--- src/rtl/uart_pkt_defs.sv ---
// Shared definitions for the debug UART packet link: sync byte, kind codes,
// FSM state encodings and the decoded packet payload.
package uart_pkt_defs;

  localparam logic [7:0] SYNC_BYTE  = 8'hA5;

  localparam logic [1:0] KIND_REG   = 2'b00;
  localparam logic [1:0] KIND_ALU   = 2'b01;
  localparam logic [1:0] KIND_INST  = 2'b10;
  localparam logic [1:0] KIND_OTHER = 2'b11;

  typedef enum logic [2:0] {
    PKT_HUNT = 3'd0,
    PKT_HDR  = 3'd1,
    PKT_D3   = 3'd2,
    PKT_D2   = 3'd3,
    PKT_D1   = 3'd4,
    PKT_D0   = 3'd5,
    PKT_CSUM = 3'd6
  } pkt_state_t;

  typedef enum logic [1:0] {
    BRX_IDLE  = 2'd0,
    BRX_START = 2'd1,
    BRX_DATA  = 2'd2,
    BRX_STOP  = 2'd3
  } brx_state_t;

  typedef struct packed {
    logic [1:0]  kind;
    logic [4:0]  addr;
    logic [31:0] data;
  } pkt_fields_t;

endpackage

--- src/rtl/uart_byte_rx.sv ---
// 8N1 UART byte receiver: input synchronizer, mid-bit sampling, stop-bit check.
module uart_byte_rx
  import uart_pkt_defs::*;
#(
  parameter int unsigned CLKS_PER_BIT = 434
) (
  input  logic       clk,
  input  logic       resetn,
  input  logic       rx,
  output logic       byte_valid,
  output logic [7:0] byte_data,
  output logic       frame_err
);

  localparam int unsigned CNT_W = $clog2(CLKS_PER_BIT) + 1;
  localparam logic [CNT_W-1:0] BIT_LAST  = CNT_W'(CLKS_PER_BIT - 1);
  localparam logic [CNT_W-1:0] HALF_LAST = CNT_W'(CLKS_PER_BIT / 2 - 1);

  // Two synchronizer flops plus one history flop for falling-edge detection
  logic rx_s1, rx_s2, rx_s3;

  brx_state_t       state_q, state_d;
  logic [CNT_W-1:0] cnt_q, cnt_d;
  logic [2:0]       bit_idx_q, bit_idx_d;
  logic [7:0]       shreg_q, shreg_d;
  logic             byte_valid_q, byte_valid_d;
  logic [7:0]       byte_data_q, byte_data_d;
  logic             frame_err_q, frame_err_d;

  always_ff @(posedge clk) begin
    if (!resetn) begin
      rx_s1 <= 1'b1;
      rx_s2 <= 1'b1;
      rx_s3 <= 1'b1;
    end else begin
      rx_s1 <= rx;
      rx_s2 <= rx_s1;
      rx_s3 <= rx_s2;
    end
  end

  always_ff @(posedge clk) begin
    if (!resetn) begin
      state_q      <= BRX_IDLE;
      cnt_q        <= '0;
      bit_idx_q    <= '0;
      shreg_q      <= '0;
      byte_valid_q <= 1'b0;
      byte_data_q  <= '0;
      frame_err_q  <= 1'b0;
    end else begin
      state_q      <= state_d;
      cnt_q        <= cnt_d;
      bit_idx_q    <= bit_idx_d;
      shreg_q      <= shreg_d;
      byte_valid_q <= byte_valid_d;
      byte_data_q  <= byte_data_d;
      frame_err_q  <= frame_err_d;
    end
  end

  always_comb begin
    state_d      = state_q;
    cnt_d        = cnt_q;
    bit_idx_d    = bit_idx_q;
    shreg_d      = shreg_q;
    byte_valid_d = 1'b0;
    byte_data_d  = byte_data_q;
    frame_err_d  = 1'b0;

    case (state_q)
      BRX_IDLE: begin
        cnt_d = '0;
        if (rx_s3 && !rx_s2) begin
          state_d = BRX_START;
        end
      end

      // Mid start bit: a high line means the edge was a glitch
      BRX_START: begin
        if (cnt_q == HALF_LAST) begin
          cnt_d     = '0;
          bit_idx_d = '0;
          state_d   = rx_s2 ? BRX_IDLE : BRX_DATA;
        end else begin
          cnt_d = cnt_q + CNT_W'(1);
        end
      end

      BRX_DATA: begin
        if (cnt_q == BIT_LAST) begin
          cnt_d   = '0;
          shreg_d = {rx_s2, shreg_q[7:1]};
          if (bit_idx_q == 3'd7) begin
            state_d = BRX_STOP;
          end else begin
            bit_idx_d = bit_idx_q + 3'd1;
          end
        end else begin
          cnt_d = cnt_q + CNT_W'(1);
        end
      end

      // Leave at mid stop bit so back-to-back start edges are not missed
      BRX_STOP: begin
        if (cnt_q == BIT_LAST) begin
          cnt_d   = '0;
          state_d = BRX_IDLE;
          if (rx_s2) begin
            byte_valid_d = 1'b1;
            byte_data_d  = shreg_q;
          end else begin
            frame_err_d = 1'b1;
          end
        end else begin
          cnt_d = cnt_q + CNT_W'(1);
        end
      end

      default: begin
        state_d = BRX_IDLE;
        cnt_d   = '0;
      end
    endcase
  end

  assign byte_valid = byte_valid_q;
  assign byte_data  = byte_data_q;
  assign frame_err  = frame_err_q;

endmodule

--- src/rtl/uart_packet_rx.sv ---
// Debug UART packet receiver: reassembles 7-byte {sync, hdr, data, csum}
// packets and strobes validated fields or a drop indication.
module uart_packet_rx
  import uart_pkt_defs::*;
#(
  parameter int unsigned CLKS_PER_BIT = 434,
  parameter int unsigned TIMEOUT_CLKS = 20 * CLKS_PER_BIT
) (
  input  logic        clk,
  input  logic        resetn,
  input  logic        rx,
  output logic        pkt_valid,
  output logic [1:0]  pkt_kind,
  output logic [4:0]  pkt_addr,
  output logic [31:0] pkt_data,
  output logic        pkt_err,
  output logic        byte_valid,
  output logic [7:0]  byte_data
);

  localparam int unsigned TO_W = $clog2(TIMEOUT_CLKS) + 1;
  localparam logic [TO_W-1:0] TO_LIMIT = TO_W'(TIMEOUT_CLKS);

  logic frame_err;

  uart_byte_rx #(
    .CLKS_PER_BIT (CLKS_PER_BIT)
  ) u_byte_rx (
    .clk        (clk),
    .resetn     (resetn),
    .rx         (rx),
    .byte_valid (byte_valid),
    .byte_data  (byte_data),
    .frame_err  (frame_err)
  );

  pkt_state_t      state_q, state_d;
  pkt_fields_t     work_q, work_d;
  pkt_fields_t     out_q, out_d;
  logic [7:0]      xor_q, xor_d;
  logic [TO_W-1:0] to_cnt_q, to_cnt_d;
  logic            pkt_valid_q, pkt_valid_d;
  logic            pkt_err_q, pkt_err_d;
  logic            abort;

  always_ff @(posedge clk) begin
    if (!resetn) begin
      state_q     <= PKT_HUNT;
      work_q      <= '0;
      out_q       <= '0;
      xor_q       <= '0;
      to_cnt_q    <= '0;
      pkt_valid_q <= 1'b0;
      pkt_err_q   <= 1'b0;
    end else begin
      state_q     <= state_d;
      work_q      <= work_d;
      out_q       <= out_d;
      xor_q       <= xor_d;
      to_cnt_q    <= to_cnt_d;
      pkt_valid_q <= pkt_valid_d;
      pkt_err_q   <= pkt_err_d;
    end
  end

  always_comb begin
    state_d     = state_q;
    work_d      = work_q;
    out_d       = out_q;
    xor_d       = xor_q;
    to_cnt_d    = to_cnt_q;
    pkt_valid_d = 1'b0;
    pkt_err_d   = 1'b0;

    // Inter-byte idle counter; saturates so it never wraps back to zero
    if (byte_valid || (state_q == PKT_HUNT)) begin
      to_cnt_d = '0;
    end else if (to_cnt_q != TO_LIMIT) begin
      to_cnt_d = to_cnt_q + TO_W'(1);
    end

    // frame_err and byte_valid are exclusive, so abort never races a byte
    abort = (state_q != PKT_HUNT) && !byte_valid &&
            (frame_err || (to_cnt_q == TO_LIMIT));

    if (abort) begin
      pkt_err_d = 1'b1;
      state_d   = PKT_HUNT;
    end else if (byte_valid) begin
      case (state_q)
        PKT_HUNT: begin
          if (byte_data == SYNC_BYTE) begin
            state_d = PKT_HDR;
          end
        end

        PKT_HDR: begin
          if (byte_data[7]) begin
            pkt_err_d = 1'b1;
            state_d   = PKT_HUNT;
          end else begin
            work_d.kind = byte_data[6:5];
            work_d.addr = byte_data[4:0];
            xor_d       = byte_data;
            state_d     = PKT_D3;
          end
        end

        PKT_D3, PKT_D2, PKT_D1, PKT_D0: begin
          work_d.data = {work_q.data[23:0], byte_data};
          xor_d       = xor_q ^ byte_data;
          case (state_q)
            PKT_D3:  state_d = PKT_D2;
            PKT_D2:  state_d = PKT_D1;
            PKT_D1:  state_d = PKT_D0;
            default: state_d = PKT_CSUM;
          endcase
        end

        PKT_CSUM: begin
          if (byte_data == xor_q) begin
            out_d       = work_q;
            pkt_valid_d = 1'b1;
          end else begin
            pkt_err_d = 1'b1;
          end
          state_d = PKT_HUNT;
        end

        default: state_d = PKT_HUNT;
      endcase
    end
  end

  assign pkt_valid = pkt_valid_q;
  assign pkt_err   = pkt_err_q;
  assign pkt_kind  = out_q.kind;
  assign pkt_addr  = out_q.addr;
  assign pkt_data  = out_q.data;

endmodule

--- config.mk ---
export PLATFORM = sky130hd
export DESIGN_NAME = uart_packet_rx
export DESIGN_NICKNAME = d
export VERILOG_FILES = /design/src/rtl/uart_pkt_defs.sv /design/src/rtl/uart_byte_rx.sv /design/src/rtl/uart_packet_rx.sv
export SDC_FILE = /design/constraint.sdc
export NUM_CORES = 1
export LEC_CHECK = 0
export ABC_AREA = 1
export BUFFER_PORTS_ARGS = -buffer_cell sky130_fd_sc_hd__buf_2
export CAP_MARGIN = 20
export CELL_PAD_IN_SITES_DETAIL_PLACEMENT = 1
export CELL_PAD_IN_SITES_GLOBAL_PLACEMENT = 1
export CORE_ASPECT_RATIO = 1.1
export CORE_MARGIN = 4
export CORE_UTILIZATION = 40
export DETAILED_ROUTE_END_ITERATION = 6
export PLACE_DENSITY_LB_ADDON = 0.1
export SKIP_LAST_GASP = 1
export SLEW_MARGIN = 15
export SYNTH_ARGS = -nofsm -noshare
export SYNTH_HDL_FRONTEND = slang
export SYNTH_HIERARCHICAL = 1
export SYNTH_SLANG_ARGS = --single-unit
--- constraint.sdc ---
create_clock -name clk -period 1.65 [get_ports clk]
set_input_delay 0.2475 -clock clk [delete_from_list [all_inputs] [get_ports clk]]
set_output_delay 0.2475 -clock clk [all_outputs]
set_load 0.02 [all_outputs]
==> results of run 1 <==
[stage by stage]
step / util / total power [W]
6_report: 0.5045 / 0.007107
5_1_grt: 0.5045 / 0.007388
4_1_cts: 0.4941 / 0.007197
3_5_place_dp: 0.4550 / 0.003724
3_3_place_gp: 0.4550 / 0.003713
2_1_floorplan: - / 0.003671
[state kept, by name, indices dropped and copies added (netlist names), 2 cells and up, named ones only]
signal / count
u_byte_rx/shreg_q: 8
xor_q: 8
pkt_data: 32
pkt_addr: 5
pkt_kind: 2
u_byte_rx/cnt_q: 10
u_byte_rx/bit_idx_q: 3
u_byte_rx/byte_data: 8
work_q: 39
to_cnt_q: 15
state_q: 3
[worst paths after layout]
check | slack [ps] | to | cells after the start | start
max | 80 | to_cnt_q[6] | 8 | to_cnt_q[0]
min reg2reg | 410 | u_byte_rx/rx_s2 | 1 | u_byte_rx/rx_s1
max reg2reg | 80 | to_cnt_q[6] | 8 | to_cnt_q[0]
min | 170 | u_byte_rx/state_q[0] | 3 | resetn
[final cells by class]
cell class                 count  area (µm²)
clock inverter                 6       35.03
inverter                      65       249.0
multi-input combinational    526        2549
fill                        1821        6919
tap                          188       235.2
timing repair buffer          89       619.3
sequential                   142        2861
clock buffer                  25       495.5
[routing by layer]
metal,track usage,up-vias,part of all wire
met5,0,-,0
met4,0.06534,0,0.015
met3,0.04344,19,0.028
met2,0.3379,66,0.51
met1,0.2378,2502,0.45
li1,-,2627,-
[worst max-delay path: stages, from the launching register on]
cell     delay (ps)
dfxtp_4         370
ha_2            180
nand2_1          80
nor2_2          160
nand2_2          80
nor2_4          160
inv_1            90
or2_2           280
a21oi_1         120
[what timing repair did]
action / 4_1_cts / 5_1_grt
resized for setup: 1 / 39
gates cloned: 0 / 2
hold buffers: 1 / 0
setup buffers: 0 / 4
endpoints found under the setup margin: 1 / 105
pin swaps: 0 / 8
endpoints found under the hold margin: 1 / 0
[kinds of logic after synthesis]
kind of cell / count (synthesis)
buf+inv: 97
compound gates: 173
flops: 142
simple gates: 338
xor+xnor: 8
fa+ha+maj: 7
[where the power goes]
part           internal (W)  switching (W)
sequential          0.00344      0.0000151
combinational     0.0000641       0.000125
clock               0.00206        0.00140
total               0.00557        0.00154
[cells in the final DEF (no fill, tap or decap), types with 4 or more instances in the layout]
cell type and count:
nor3_1 9, o21ai_1 8, or2_2 5, a31oi_1 7
nand4_1 7, nand2_2 10, dfxtp_2 6, nand3_1 26
a21oi_1 56, inv_2 7, nand2_1 97, xor2_1 5
inv_1 56, o21ai_0 92, nor2_2 14, ha_1 6
clkbuf_8 4, clkbuf_16 18, buf_12 4, dfxtp_1 133
nor2_4 4, buf_2 52, clkbuf_1 4, clkinv_2 4
nor2_1 158, buf_4 28
==> impl_results.md, run 1 <==
* Core area at 13960 µm²
* NumNets Final at 851
* Die X at 122.5 µm
* GPL Wtd Cong at 0.8100
* Post-synth cell types at 35
* Initial Utilization at 0.4130
* Setup CP Type: reg -> reg
* Number of global-route vias before repair at 5273
* Main combinational cell family by area after synthesis: simple AND/OR/NAND/NOR gates
* H-Tree Level Count at 4
* Crit path required time at 2000 ps
* Routed via count at 5214
* Warnings from Yosys at 6
* First-pass GRT wire length at approximately 26000 µm
* Core Rows at 45
* Most frequent cell after synthesis: nor2_1
* Mean routed wirelength per cell at 14.85 µm
* CTS tree: yes
* Final cycle utilization of the critical path at 0.9527
* Initial antenna violation count at 0
* Placed cells at 1003
* Largest net degree at the start of global routing at 81
* Residual DRC at 0
* Peak fanout along the critical path at 6
* Area grow syn2layout at 22.15%
* Final WS setup at ~78 ps
* Adder-cell share of the synthesized area at 0.01519
* Post-synth top cells: nor2_1, dfxtp_1, nand2_1
* Static Leak at 3.165 nW
* Num CTS Buffers at 17
* Clock Latency Late Sink at 430 ps
* Synth Area in XOR/XNOR at 0.01215
* Die footprint at 16400 µm²
* Sequential area share after synthesis at 0.4929
* Synth async-reset ratio at 0
* Post-Synthesis Cells at 765
* RSZ-0062 raised after global routing: true
* Final std cells w/o fill at around 1000
* Share of the synthesized area in the top cell type at 0.4929
* Dpl hpwl at between 10000 and 15000 µm
* # setup viols final at 0
* Crit path arrival time at between 1500 and 2000 ps
* Critical Path Source Type: flop
* PortBufs at 52
* Die Height at 133.9 µm
* HP Class: in -> reg
* DRT iter0 DRCs at 272
* Power per standard cell area at just over 1000 nW/µm²
* Root Driver: clkbuf_16
* Worst slew pin tran at 393.0 ps
* Max Freq at 636.1 MHz
* Synth Net Count at ~780
* Dpl ws at 9.066 ps
* Area after DPL at around 6400 µm²
* Compound-cell area share of the yosys netlist at 0.1571
* Status: finished clean
* Mapped Area at 5767 µm²
* Overflow after GRT at 0
* Relative slew slack at 0.7377
* Post-synthesis mux area share at 0
* Yosys reg bits at around 140
* Period minus WS final at roughly 1600 ps
* DRT Wirelength at 15460 µm
* Worst vdd ir at 0.5703 mV
* I/O pin count at 53
* Final Max Tran Viols at 0
* Simple-Gate Fraction of Synth Area at 0.2480
* Clock Tree Buf Depth at 2
* Diodes inserted at 0
* Layout cell share with drive strength beyond 1 at 0.2098
* Final hold violations at 0
* Post-synth EDFFs at 0
* Largest cells by area after synthesis: dfxtp_1, nor2_1, o21ai_0
* Predominant post-synthesis flop cell: dfxtp_1
* Max-cap violation count at 0
* Routed Antenna Nets at 0
* Avg Synthesized Cell Area at about 7.5 µm²
* Total Routing Usage GR at 0.1949
* Setup TNS at 0 ps
* Routed vias/inst at 5.009
* Layout Cell Area excl Fill at approximately 7000 µm²
* Hold slack at between 150 and 200 ps
* 1st-pass router iterations at 4
* Clock sinks at 142
* Fin Clk Skew at ~11 ps
* Crit path capture type: flop
* Leading area contributor after synthesis: dfxtp_1
* Clock slew at reported path FFs at approximately 60 ps
No activity file was read; power rests on OpenSTA's default activity.
==> run 2: changes to the inputs <==
--- a/config.mk
+++ b/config.mk
@@ -19,5 +19,4 @@
 export SLEW_MARGIN = 15
 export SYNTH_ARGS = -nofsm -noshare
 export SYNTH_HDL_FRONTEND = slang
-export SYNTH_HIERARCHICAL = 1
 export SYNTH_SLANG_ARGS = --single-unit
==> impl_results.md, run 2 <==
* Number of global-route vias before repair at 5669
* Avg Synthesized Cell Area at 7.015 µm²
* Clock Tree Buf Depth at 2
* Max reg flops at 39
* # setup viols final at 0
* Crit path capture type: flop
* Final WS setup at 89.04 ps
* Residual DRC at 0
* Initial Utilization at 0.4116
* Power share of the combinational group at 0.034
* Peak fanout along the critical path at 8
* Crit path arrival time at about 1900 ps
* Post-CTS Hold Buffers at 0
* Sequential area share after synthesis at 0.4762
* Reg with most FFs: work_q
* Clock Latency Late Sink at 420 ps
* Switch Pwr at 0.001698 W
* Top cell family by delay on the critical path: simple AND/OR/NAND/NOR gates
* Diodes inserted at 0
* Most frequent cell after synthesis: nor2_1
* Leading area contributor after synthesis: dfxtp_1
* Overflow after GRT at 0
* Mean routed wirelength per cell at 13.78 µm
* Yosys reg bits at 142
* Num CTS Buffers at 17
* Synth async-reset ratio at 0
* Worst path slowest cell: nor3_4
* Period minus WS final at 1561 ps
* Register area at 2849 µm²
* Worst vdd ir at 0.6381 mV
* Status: finished clean
* Routed via count at 5403
* Die X at 124.5 µm
* Largest cells by area after synthesis: dfxtp_1, nor2_1, nand2_1
* Worst path max stage delay at 340 ps
* First-pass GRT wire length at 26450 µm
* I/O pin count at 53
* Max-cap violation count at 0
* Root Driver: clkbuf_16
* HP Class: in -> reg
* 1st-pass router iterations at 4
* Worst slew pin tran at 556.1 ps
* Final Max Tran Viols at 0
* Warnings from Yosys at 0
* RSZ-0062 raised after global routing: true
* Synth Net Count at ~860
* Area occupied by multi-input gates at 2684 µm²
* Static Leak at 3.414 nW
* Crit path required time at 2010 ps
* Core area at 14500 µm²
* Core Rows at 46
* NumNets Final at roughly 930
* Post-synth EDFFs at 0
* Mapped Area at just under 6000 µm²
* DRT Wirelength at ~16000 µm
* Area grow syn2layout at 21.65%
* Post-synth cell types at 32
* Fillers at between 1500 and 2000
* Fin Clk Skew at between 6 and 7 ps
* Critical Path Source Type: flop
* Routed Antenna Nets at 0
* Hold slack at 17.02 ps
* Largest net degree at the start of global routing at 62
* Final hold violations at 0
* Most common cell after layout, fill and taps aside: nor2_1
* Layout cell share with drive strength beyond 1 at 0.1681
* Post-synth top cells: nor2_1, nand2_1, dfxtp_1
* Power per standard cell area at approximately 1000 nW/µm²
* Share of the synthesized area in the top cell type at 0.4762
* Final cycle utilization of the critical path at 0.9460
* GPL Wtd Cong at 0.8264
* Post-Synthesis Cells at 851
* Dpl hpwl at 11150 µm
* Clock slew at reported path FFs at roughly 60 ps
* CP Buf/Inv Count at 1
* H-Tree Level Count at 4
* Relative slew slack at 0.6288
* Clk network pwr share at 0.503
* Predominant post-synthesis flop cell: dfxtp_1
* Placed cells at 1091
* DRT iter0 DRCs at 242
* Sequential share of power at 0.463
* Pint at 0.005806 W
* Die Height at 136.1 µm
* CTS tree: yes
* Initial antenna violation count at 0
* Commonest cells after routing, fill and taps aside: nor2_1, nand2_1, dfxtp_1, inv_1, o21ai_0
* PortBufs at 52
* Total Routing Usage GR at 0.1877
* Setup CP Type: reg -> reg
* CP cell instances: inv_1, ha_1, nand2_1, nor2_2, nand3_4, nor3_4, o21ai_0, nor2_1
* Final std cells w/o fill at 1126
* Max Freq at around 640 MHz
* Sw Share at 0.2263
* Routed vias/inst at approximately 4.8
* Clock sinks at around 140
* Dpl ws at 11.54 ps
* Die footprint at 16940 µm²
## run 2: final timing paths
path / from / end / slack (ps) / cells after the start
worst max-delay path: u_byte_rx.cnt_q[1] / u_byte_rx.byte_data[0] / 90 / 8
worst min-delay path: rx / u_byte_rx.rx_s1 / 20 / 2
worst max register to register: u_byte_rx.cnt_q[1] / u_byte_rx.byte_data[0] / 90 / 8
worst min register to register: u_byte_rx.rx_s1 / u_byte_rx.rx_s2 / 430 / 1
## run 2: kinds of logic (layout without fill, tap and decap cells)
| kind of cell | count (synthesis) | count (layout) | share of synthesized area |
|---|---|---|---|
| AOI/OAI and AO/OA | 111 | 111 | 0.09474 |
| xor gates and xnor gates | 11 | 11 | 0.01614 |
| adders and majority gates | 7 | 7 | 0.01467 |
| buffers and inverters | 132 | 215 | 0.08992 |
| DFF | 142 | 142 | 0.4762 |
| and+or+nand+nor | 448 | 448 | 0.3083 |
## run 2: stage by stage
step	instance area (µm²)	util	power, W	setup TNS (ps)
floorplan	5969	-	0.003713	0
global placement	6554	0.4519	0.003771	0
detailed placement	6554	0.4519	0.003785	0
CTS	7137	0.4921	0.007561	0
global route	7262	0.5007	0.007775	-559.8
finish	7262	0.5007	0.007504	0
## run 2: what timing repair did
item | CTS | global route
endpoints found under the hold margin | 0 | 0
gates resized for setup | 0 | 32
buffers inserted | 0 | 3
setup endpoints to repair | 0 | 68
## run 2: power by group through the flow
stage	logic (W)	registers, W	clock network (W)
final	0.000255	0.00348	0.00377
after global routing	0.000297	0.00348	0.00400
after CTS	0.000237	0.00348	0.00385
after detailed placement	0.000234	0.00355	0
after global placement	0.000222	0.00355	0
after floorplan	0.000167	0.00355	0
## run 2: area by class of cell
class | count | share of cell area
well taps | 192 | 0.03308
inverters | 104 | 0.05410
clock buffers | 19 | 0.06099
clock inverters | 13 | 0.01930
flip-flops and latches | 142 | 0.3923
multi-input cells | 577 | 0.3696
repair buffers | 79 | 0.07064
## run 2: per-layer routing
metal	track usage	up-vias	wire (µm)
met2	0.3293	64	7699
met3	0.04361	26	407
li1	-	2784	-
met4	0.06638	0	276
met5	0	-	0
met1	0.2262	2529	7136
==> run 3: changes to the inputs <==
--- a/config.mk
+++ b/config.mk
@@ -15,6 +15,7 @@
 export CORE_UTILIZATION = 40
 export DETAILED_ROUTE_END_ITERATION = 6
 export PLACE_DENSITY_LB_ADDON = 0.1
+export RECOVER_POWER = 25
 export SKIP_LAST_GASP = 1
 export SLEW_MARGIN = 15
 export SYNTH_ARGS = -nofsm -noshare
==> impl_results.md, run 3 (same netlist as run 2, synthesis figures left out) <==
* Largest net degree at the start of global routing at 62
* Static Leak at 3.233 nW
* NumNets Final at 931
* RSZ-0062 raised after global routing: true
* CP cell instances: inv_1, ha_1, nand2_1, nor2_2, nand3_4, nor3_4, o21ai_0, nor2_1
* Mean routed wirelength per cell at ~14 µm
* Final WS setup at 89.18 ps
* Dpl hpwl at 11150 µm
* Clk network pwr share at 0.503
* Overflow after GRT at 0
* Switch Pwr at around 0.0017 W
* Status: finished clean
* Routed Antenna Nets at 0
* Total Routing Usage GR at 0.1877
* Die X at approximately 120 µm
* 1st-pass router iterations at 4
* Initial Utilization at 0.4116
* GPL Wtd Cong at 0.8264
* First-pass GRT wire length at 26450 µm
* Final hold violations at 0
* Most common cell after layout, fill and taps aside: nor2_1
* HP Class: in -> reg
* Final Max Tran Viols at 0
* Num CTS Buffers at 17
* Pwr Total at ~0.0075 W
* Final std cells w/o fill at 1126
* Worst path max stage delay at 340 ps
* Crit path required time at 2010 ps
* Register area at 2849 µm²
* DRT Wirelength at 15550 µm
* Die Height at 136.1 µm
* Post-CTS Hold Buffers at 0
* Area after DPL at 6554 µm²
* Clock Tree Buf Depth at 2
* Layout cell share with drive strength beyond 1 at 0.1242
* Sw Share at 0.2263
* Top cell family by delay on the critical path: simple AND/OR/NAND/NOR gates
* Power share of the combinational group at 0.034
* DRT iter0 DRCs at 253
* R2r setup slk at 90 ps
* Worst slew pin tran at 556.8 ps
* Area grow syn2layout at 20.79%
* Core area at 14500 µm²
* H-Tree Level Count at 4
* Crit path arrival time at approximately 1900 ps
* CTS tree: yes
* Clock Latency Late Sink at 420 ps
* Period minus WS final at roughly 1600 ps
* Max-cap violation count at 0
* Max Freq at between 600 and 700 MHz
* I/O pin count at 53
* Fin Clk Skew at 6.683 ps
* Placed cells at 1091
* Routed vias/inst at 4.807
* Area occupied by multi-input gates at 2684 µm²
* Reg with most FFs: work_q
* Clock slew at reported path FFs at 60 ps
* Max reg flops at 39
* Root Driver: clkbuf_16
* Core Rows at 46
* Pint at 0.005806 W
* Number of global-route vias before repair at 5669
* Routed via count at 5413
* Initial antenna violation count at 0
* Worst vdd ir at about 0.64 mV
* Final cycle utilization of the critical path at 0.9460
* Critical Path Source Type: flop
* Worst path slowest cell: nor3_4
* Diodes inserted at 0
* Hold slack at 17.79 ps
* Relative slew slack at 0.6284
* Layout Cell Area excl Fill at 7211 µm²
* Residual DRC at 0
* PortBufs at 52
* Dpl ws at 11.54 ps
* Commonest cells after routing, fill and taps aside: nor2_1, nand2_1, dfxtp_1, inv_1, o21ai_0
* Crit path capture type: flop
* Die footprint at 16940 µm²
* Power per standard cell area at 1041 nW/µm²
* CP Buf/Inv Count at 1
* Sequential share of power at 0.463
* # setup viols final at 0
* Setup CP Type: reg -> reg
* Clock sinks at 142
* Peak fanout along the critical path at 8
* Fillers at 1892
run 3: cell count changes in the layout (fill, tap and decap cells not counted):
cell and delta:
buf_2 -41, clkbuf_1 +41
run 3: metrics by stage:
stage | util | TNS [ps]
5_1_grt | 0.4972 | -559.8
4_1_cts | 0.4921 | 0
6_report | 0.4972 | 0
3_5_place_dp | 0.4519 | 0
3_3_place_gp | 0.4519 | 0
2_1_floorplan | - | 0
run 3: final timing paths:
kind / startpoint / end / depth (start not counted)
setup / recovery: u_byte_rx.cnt_q[1] / u_byte_rx.byte_data[0] / 8
hold / removal: rx / u_byte_rx.rx_s1 / 2
setup reg to reg: u_byte_rx.cnt_q[1] / u_byte_rx.byte_data[0] / 8
hold reg to reg: u_byte_rx.rx_s1 / u_byte_rx.rx_s2 / 1
run 3: area by class of cell:
class,instances,area share
Sequential cell,142,0.3951
Multi-Input combinational cell,577,0.3722
Timing Repair Buffer,79,0.06403
Clock buffer,19,0.06143
Inverter,104,0.05449
Tap cell,192,0.03332
Clock inverter,13,0.01943
run 3: layer usage:
| layer | track usage | vias to the layer above | wire length, µm |
|---|---|---|---|
| met5 | 0 | - | 0 |
| met4 | 0.06638 | 0 | 271 |
| met3 | 0.04361 | 26 | 426 |
| met2 | 0.3293 | 66 | 7720 |
| li1 | - | 2786 | - |
| met1 | 0.2262 | 2535 | 7129 |
run 3: what timing repair did:
action	CTS	global route
gates resized for setup	0	32
setup buffers	0	3
endpoints found under the setup margin	0	68
run 3: power groups by stage:
stage	clock network [W]	logic, W	registers (W)
6_report	0.00377	0.000255	0.00348
5_1_grt	0.00400	0.000297	0.00348
4_1_cts	0.00385	0.000237	0.00348
3_5_place_dp	0	0.000234	0.00355
3_3_place_gp	0	0.000222	0.00355
2_1_floorplan	0	0.000167	0.00355
